--- src/rtl/vga_timing_gen.sv ---
// vga_timing_gen: VGA raster (vga_x/vga_y, hsync/vsync/video_on, pixel_tick, frame_start) from vga_clk/resetn, plus PIPE_DLY-delayed hsync_d/vsync_d/video_on_d
module vga_timing_gen #(
  parameter int   CLK_DIV  = 4,
  parameter int   H_ACTIVE = 640,
  parameter int   H_FP     = 16,
  parameter int   H_SYNC   = 96,
  parameter int   H_BP     = 48,
  parameter int   V_ACTIVE = 480,
  parameter int   V_FP     = 10,
  parameter int   V_SYNC   = 2,
  parameter int   V_BP     = 33,
  parameter logic SYNC_POL = 1'b0,
  parameter int   PIPE_DLY = 2
) (
  input  logic       vga_clk,
  input  logic       resetn,
  output logic [9:0] vga_x,
  output logic [9:0] vga_y,
  output logic       hsync,
  output logic       vsync,
  output logic       video_on,
  output logic       pixel_tick,
  output logic       frame_start,
  output logic       hsync_d,
  output logic       vsync_d,
  output logic       video_on_d
);
  localparam logic [9:0] H_LAST   = 10'(H_ACTIVE + H_FP + H_SYNC + H_BP - 1);
  localparam logic [9:0] V_LAST   = 10'(V_ACTIVE + V_FP + V_SYNC + V_BP - 1);
  localparam logic [9:0] H_ACT    = 10'(H_ACTIVE);
  localparam logic [9:0] V_ACT    = 10'(V_ACTIVE);
  localparam logic [9:0] HS_START = 10'(H_ACTIVE + H_FP);
  localparam logic [9:0] HS_END   = 10'(H_ACTIVE + H_FP + H_SYNC);
  localparam logic [9:0] VS_START = 10'(V_ACTIVE + V_FP);
  localparam logic [9:0] VS_END   = 10'(V_ACTIVE + V_FP + V_SYNC);
  localparam logic [3:0] DIV_LAST = 4'(CLK_DIV - 1);
  localparam logic [2:0] IDLE     = {~SYNC_POL, ~SYNC_POL, 1'b0};
  logic [3:0] div_q, div_d;
  logic [9:0] x_q, x_d, y_q, y_d;
  logic       hs_q, hs_d, vs_q, vs_d, vo_q, vo_d, tick_q, fs_q, adv;
  logic [2:0] cur;
  always_comb begin
    adv  = div_q == DIV_LAST;
    div_d = adv ? 4'd0 : div_q + 4'd1;
    x_d  = adv ? (x_q == H_LAST ? 10'd0 : x_q + 10'd1) : x_q;
    y_d  = (adv && x_q == H_LAST) ? (y_q == V_LAST ? 10'd0 : y_q + 10'd1) : y_q;
    hs_d = (x_d >= HS_START && x_d < HS_END) ? SYNC_POL : ~SYNC_POL;
    vs_d = (y_d >= VS_START && y_d < VS_END) ? SYNC_POL : ~SYNC_POL;
    vo_d = x_d < H_ACT && y_d < V_ACT;
  end
  always_ff @(posedge vga_clk or negedge resetn)
    if (!resetn) begin
      div_q  <= 4'd0;
      x_q    <= H_LAST;
      y_q    <= V_LAST;
      hs_q   <= ~SYNC_POL;
      vs_q   <= ~SYNC_POL;
      vo_q   <= 1'b0;
      tick_q <= 1'b0;
      fs_q   <= 1'b0;
    end else begin
      div_q  <= div_d;
      x_q    <= x_d;
      y_q    <= y_d;
      hs_q   <= hs_d;
      vs_q   <= vs_d;
      vo_q   <= vo_d;
      tick_q <= adv;
      fs_q   <= adv && x_d == 10'd0 && y_d == 10'd0;
    end
  assign vga_x       = x_q;
  assign vga_y       = y_q;
  assign hsync       = hs_q;
  assign vsync       = vs_q;
  assign video_on    = vo_q;
  assign pixel_tick  = tick_q;
  assign frame_start = fs_q;
  assign cur         = {hs_q, vs_q, vo_q};
  generate
    if (PIPE_DLY == 0) begin : g_comb
      assign {hsync_d, vsync_d, video_on_d} = cur;
    end else begin : g_pipe
      logic [2:0] pipe_q [PIPE_DLY];
      always_ff @(posedge vga_clk or negedge resetn)
        if (!resetn) begin
          for (int i = 0; i < PIPE_DLY; i++) pipe_q[i] <= IDLE;
        end else begin
          pipe_q[0] <= cur;
          for (int i = 1; i < PIPE_DLY; i++) pipe_q[i] <= pipe_q[i-1];
        end
      assign {hsync_d, vsync_d, video_on_d} = pipe_q[PIPE_DLY-1];
    end
  endgenerate
endmodule

--- config.mk ---
export PLATFORM = sky130hd
export DESIGN_NAME = vga_timing_gen
export DESIGN_NICKNAME = d
export VERILOG_FILES = /design/src/rtl/vga_timing_gen.sv
export SDC_FILE = /design/constraint.sdc
export NUM_CORES = 1
export LEC_CHECK = 0
export CAP_MARGIN = 20
export CORE_MARGIN = 2
export CORE_UTILIZATION = 56
export CTS_CLUSTER_SIZE = 30
export DETAILED_ROUTE_END_ITERATION = 16
export DONT_BUFFER_PORTS = 1
export PLACE_DENSITY = 0.79
export SKIP_LAST_GASP = 1
export SLEW_MARGIN = 25
export SYNTH_ARGS = -nofsm -noshare
export SYNTH_HDL_FRONTEND = slang
export SYNTH_SLANG_ARGS = --single-unit
export TNS_END_PERCENT = 10
--- constraint.sdc ---
create_clock -name vga_clk -period 2.5 [get_ports vga_clk]
set_input_delay 0.5 -clock vga_clk [delete_from_list [all_inputs] [get_ports vga_clk]]
set_output_delay 0.5 -clock vga_clk [all_outputs]
set_load 0.02 [all_outputs]
Word-level counts from Yosys, hierarchy flattened
Cells that the tools add are included.
Widths: inputs -> output; s select.

storage, ports and cells
  bits of input ports = 2
  output and inout bits = 28
  bits in registers = 35
  word-level logic and storage cells = 37

operators by class
  reduce and logical (&&, ||, !) cells = 8
  mux-type cells = 7
  $add $sub $neg = 3
  equality and inequality tests = 3
  order comparisons = 6

operators with widths
  operator               number
  $mux 10                4
  $add 10x1->10 const B  2
  $eq 10x10->1 const B   2
  $logic_not 10->1       2
  $lt 10x10->1 const B   2
  $lt 10x9->1 const B    2
  $ge 10x10->1 const B   1
  $ge 10x9->1 const B    1
  $logic_and 1x1->1      6
  $add 4x1->4 const B    1
  $eq 4x2->1 const B     1
  $mux 4                 1
  $mux 1                 2

Longest topological paths before layout
  depth in word-level cells = 6
  gate-level depth with buffers = 9
  depth with buffers taken out = 8

Worst setup path before layout
OpenSTA, ideal clock, no wires.

  path kind = reg2reg
  start = register y_q[1], in the netlist vga_y[1]
  end = register fs_q, in the netlist frame_start
  setup time = 96 ps
  buffers on the path = 1
  stages on the path, launching flop included = 10
  setup slack = 124 ps
  data required time = 2404 ps
  arrival = 2280 ps
  cells stage by stage = dfrtp_1 clkbuf_1 inv_1 ha_1 or4b_1 or2_1 or3_1 nand2_1 o2111ai_1 nor4_2

between the ends
  longest elaborated chain between the ends = 5
  elaborated cells on any way between the ends = 6
  classes of those cells = 1 x add/sub; 1 x eq/ne; 2 x mux; 2 x reduce/logical

ends and longest elaborated chain
  element                                               RTL line  source
  start, declared                                       39        logic [9:0] x_q, x_d, y_q, y_d;
  start signal, assigned                                64        y_q <= y_d;
  $add 10x1->10 / $eq 10x10->1 (equally long branches)  46        y_d = (adv && x_q == H_LAST) ? (y_q == V_LAST ? 10'd0 : y_q + 10'd1) : y_q;
  $mux 10                                               46
  $mux 10 *                                             46
  $logic_not 10->1 *                                    69        fs_q <= adv && x_d == 10'd0 && y_d == 10'd0;
  $logic_and 1x1->1 *                                   69
  end signal, assigned                                  60        fs_q <= 1'b0;
  end signal, assigned                                  69
  end, declared                                         40        logic hs_q, hs_d, vs_q, vs_d, vo_q, vo_d, tick_q, fs_q, adv;

Mark *: on every way between the ends. The rest lies on a longest branch, timed or not.

Worst setup path after layout
  start = register y_q[0], in the netlist vga_y[0]
  end = register fs_q, in the netlist frame_start

The elaborated chain is that of the path after synthesis.

==> impl_metrics.py <==
metrics = {
    "clock_tree": {
        "cts-root-buf": "clkbuf_4",
        "clk_latency_ns": 0.35,
        "htreeDepth": 2,
        "clock-sinks": 35,
        "cts_made_buffers": 5,
        "clockBufferDepth": 2,
        "tritoncts": "yes",
        "path_clk_slew_ns": 0.12,
    },
    "timing": {
        "worst_pin_slew_ns": 0.471,
        "setup_viol": 0,
        "fin_crit_sh_pct": 97.6,
        "hold_viol": 0,
        "fmax_mhz": 410,
        "finalMaxSlewViolations": 0,
        "slew_headroom_pct": 68.3,
        "hold_slack_ns": 0.364,
        "rsz0062_at_grt": "no",
        "setup-tns-final_ns": 0,
        "fin_skew_ns": 0.0133,
        "worst_slack_ns": 0.0611,
        "min_period_ns": 2.44,
    },
    "final_layout": {
        "n_fill_cell": 231,
        "stdcell_area_um2": 2150,
        "drive_gt1_share_pct": 28.1,
        "post-route-util_pct": 70.0,
        "synthToLayoutAreaGrowth_pct": 18.0,
        "regArea_um2": 897,
        "multi_input_area_um2": 907,
        "antenna_cells": 0,
        "final_nets": 215,
        "fin_cells": 254,
    },
    "yosys": {
        "synth_enable_flop_cells": 0,
        "synth_largest_area_cell": "dfrtp_1",
        "synthCells": 186,
        "ys_types": 48,
        "synthSimpleGateAreaFrac_pct": 26.7,
        "synthesis.area_um2": 1830,
        "synth_top_family_by_area": "simple AND/OR/NAND/NOR gates",
        "async_flop_share_pct": 100,
        "muxShareOfSynthArea_pct": 0.617,
        "synth-compound-area-share_pct": 11.4,
        "synth_adder_area_share_pct": 2.74,
        "synthFlopType": "dfrtp_1",
        "synthTopCellsByArea": "dfrtp_1 (26%), dfstp_2 (23%), nand2_1 (3.9%)",
        "ys_seq_area_share_pct": 49.1,
        "syn-num-nets": 192,
        "ys_warn_count": 0,
        "ys_ff_latch": 35,
        "synthXorXnorAreaFrac_pct": 5.76,
        "synth.avg_cell_area_um2": 9.81,
        "yosysTopAreaCellShare_pct": 26.0,
    },
    "grt": {
        "gr-usage-all-layers_pct": 25.7,
        "grt_start_max_net_pins": 36,
        "gr-total-overflow": 0,
        "grt_antenna_before_repair": 0,
        "grt_pass1_wl_mm": 6.89,
        "grt_pass1_vias": 1441,
    },
    "hold_path": {
        "hp-class": "flop to flop",
    },
    "critical_path": {
        "critical_path_class": "flop to flop",
        "critPathMaxFanout": 3,
        "crit_buf_inv": 1,
        "cpPeakStageDelay_ns": 0.48,
        "required_ns": 2.75,
        "path_delay_family": "simple AND/OR/NAND/NOR gates",
        "end_kind": "flop",
        "worstPathArrival_ns": 2.69,
        "crit_chain": "inv_1 -> ha_1 -> or4b_1 -> or2_1 -> o31a_1 -> o32ai_1 -> o2111ai_1 -> nor4_2",
        "crit_path_top_delay_cell": "or4b_1",
        "cp-start-kind": "flop",
    },
    "power": {
        "p_comb_share_pct": 1.5,
        "p_clk_share_pct": 41.5,
        "power_density_nw_per_um2": 462,
        "sequentialPowerShare_pct": 57.0,
        "switching_share_pct": 21.4,
        "p_sw_uw": 214,
        "p_leak_nw": 0.929,
        "p_int_uw": 782,
        "total_power_uw": 996,
        "peakVddDrop_mv": 0.232,
    },
    "placed_design": {
        "gp_congestion": 0.957,
        "dpl.hpwl_mm": 3.06,
        "post_dp_cell_area_um2": 1950,
        "numPortBuffers": 0,
        "dp.cells": 238,
        "pre_cts_ws_ns": -0.0808,
    },
    "die": {
        "die_area_um2": 3730,
        "ios": 30,
        "core_um2": 3080,
        "dieHeight_um": 61.1,
        "start_util_pct": 59.3,
        "row_count": 20,
        "die_w_um": 61.1,
    },
    "route": {
        "highest_layer": "met4",
        "wl_met3_um": 381,
        "drtPass1Iterations": 5,
        "wire_per_inst_um": 17.0,
        "drc_errors": 0,
        "drt-met1-wl_mm": 1.77,
        "wl_met2_mm": 2.12,
        "vias": 1579,
        "drt_iter0_drc": 134,
        "vias_per_cell": 6.22,
        "wl_mm": 4.32,
        "antenna_left": 0,
    },
    "outcome": {
        "outcome": "finished, final reports clean",
    },
    "run": {
        "cap_violations": 0,
    },
}
state kept, by name, indices dropped and copies added (netlist names):
register / cells
hsync_d: 1
g_pipe.pipe_q: 3
video_on: 1
vsync_d: 1
vga_x: 10
pixel_tick: 1
hsync: 1
frame_start: 1
div_q: 4
vga_y: 10
video_on_d: 1
vsync: 1
synthesized netlist by cell type, drive strengths merged (5+ instances only):
cell and count:
a21oi 5, o21ai 10, nand3 12, dfstp 16
xor2 5, nand2 19, nand4 7, and3 5
nor3 5, nor2 15, inv 10, nor4 6
xnor2 7, dfrtp 19
worst register-to-register path: cells and delay by family, from the launching register on:
family | cells | cell delay, ns
compound gates | 3 | 0.71
simple gates | 3 | 1.02
buf+inv | 1 | 0.08
fa+ha+maj | 1 | 0.14
flops | 1 | 0.39
power by group through the flow:
stage	clock network, mW	registers, mW	logic [mW]
floorplan	0	0.577	0.000000347
global placement	0	0.577	0.000000407
detailed placement	0	0.577	0.000000407
CTS	0.427	0.567	0.0160
global route	0.452	0.568	0.0174
finish	0.414	0.567	0.0146
cell type report:
| cell class | count | share of cell area [%] |
|---|---|---|
| clock inverters | 3 | 2.03 |
| multi-input cells | 135 | 42.1 |
| well taps | 44 | 2.56 |
| repair buffers | 21 | 8.01 |
| clock buffers | 5 | 1.74 |
| flip-flops and latches | 35 | 41.6 |
| inverters | 11 | 1.92 |
layer usage:
layer,vias up,global-route usage (%)
met5,-,0
met4,0,11.2
met3,6,8.61
li1,716,-
met1,764,34.3
met2,93,38.3
repair_timing:
action,4_1_cts,5_1_grt
hold buffers,2,0
endpoints found under the hold margin,35,0
setup buffers,0,6
resized for setup,2,7
pin swaps,0,1
setup endpoints to repair,2,3
cells by family (layout without fill, tap and decap cells):
group / after synthesis / after routing
fa+ha+maj: 4 / 4
xor+xnor: 12 / 12
simple gates: 86 / 86
flops: 35 / 35
buf+inv: 16 / 40
compound gates: 32 / 32
mux: 1 / 1
cell usage in the layout, fill, tap and decap left out, types with 2 or more instances in the layout:
master / n
nand2_1: 19
buf_4: 19
dfrtp_1: 18
dfstp_2: 16
nor2_1: 14
nand3_1: 11
inv_1: 10
o21ai_0: 10
nand4_1: 6
xnor2_1: 6
and3_1: 5
a21oi_1: 5
clkbuf_4: 5
nor4_1: 4
xor2_1: 4
nor3_1: 4
o2111ai_1: 4
ha_1: 4
nand2b_1: 2
o211ai_1: 2
nor3b_1: 2
o22ai_1: 2
worst paths after layout:
kind	from	endpoint	slack, ns	cells after the start
max	vga_y[0]$_DFF_PN0_	frame_start$_DFF_PN0_	0.06	8
max reg2reg	vga_y[0]$_DFF_PN0_	frame_start$_DFF_PN0_	0.06	8
min in group asynchronous	resetn	vga_y[4]$_DFF_PN0_	0.58	2
max in group asynchronous	resetn	vsync_d$_DFF_PN1_	1.67	2
min	g_pipe.pipe_q[4]$_DFF_PN1_	vsync_d$_DFF_PN1_	0.36	0
min reg2reg	g_pipe.pipe_q[4]$_DFF_PN1_	vsync_d$_DFF_PN1_	0.36	0
Note: power is estimated with default switching activity, not from simulation.
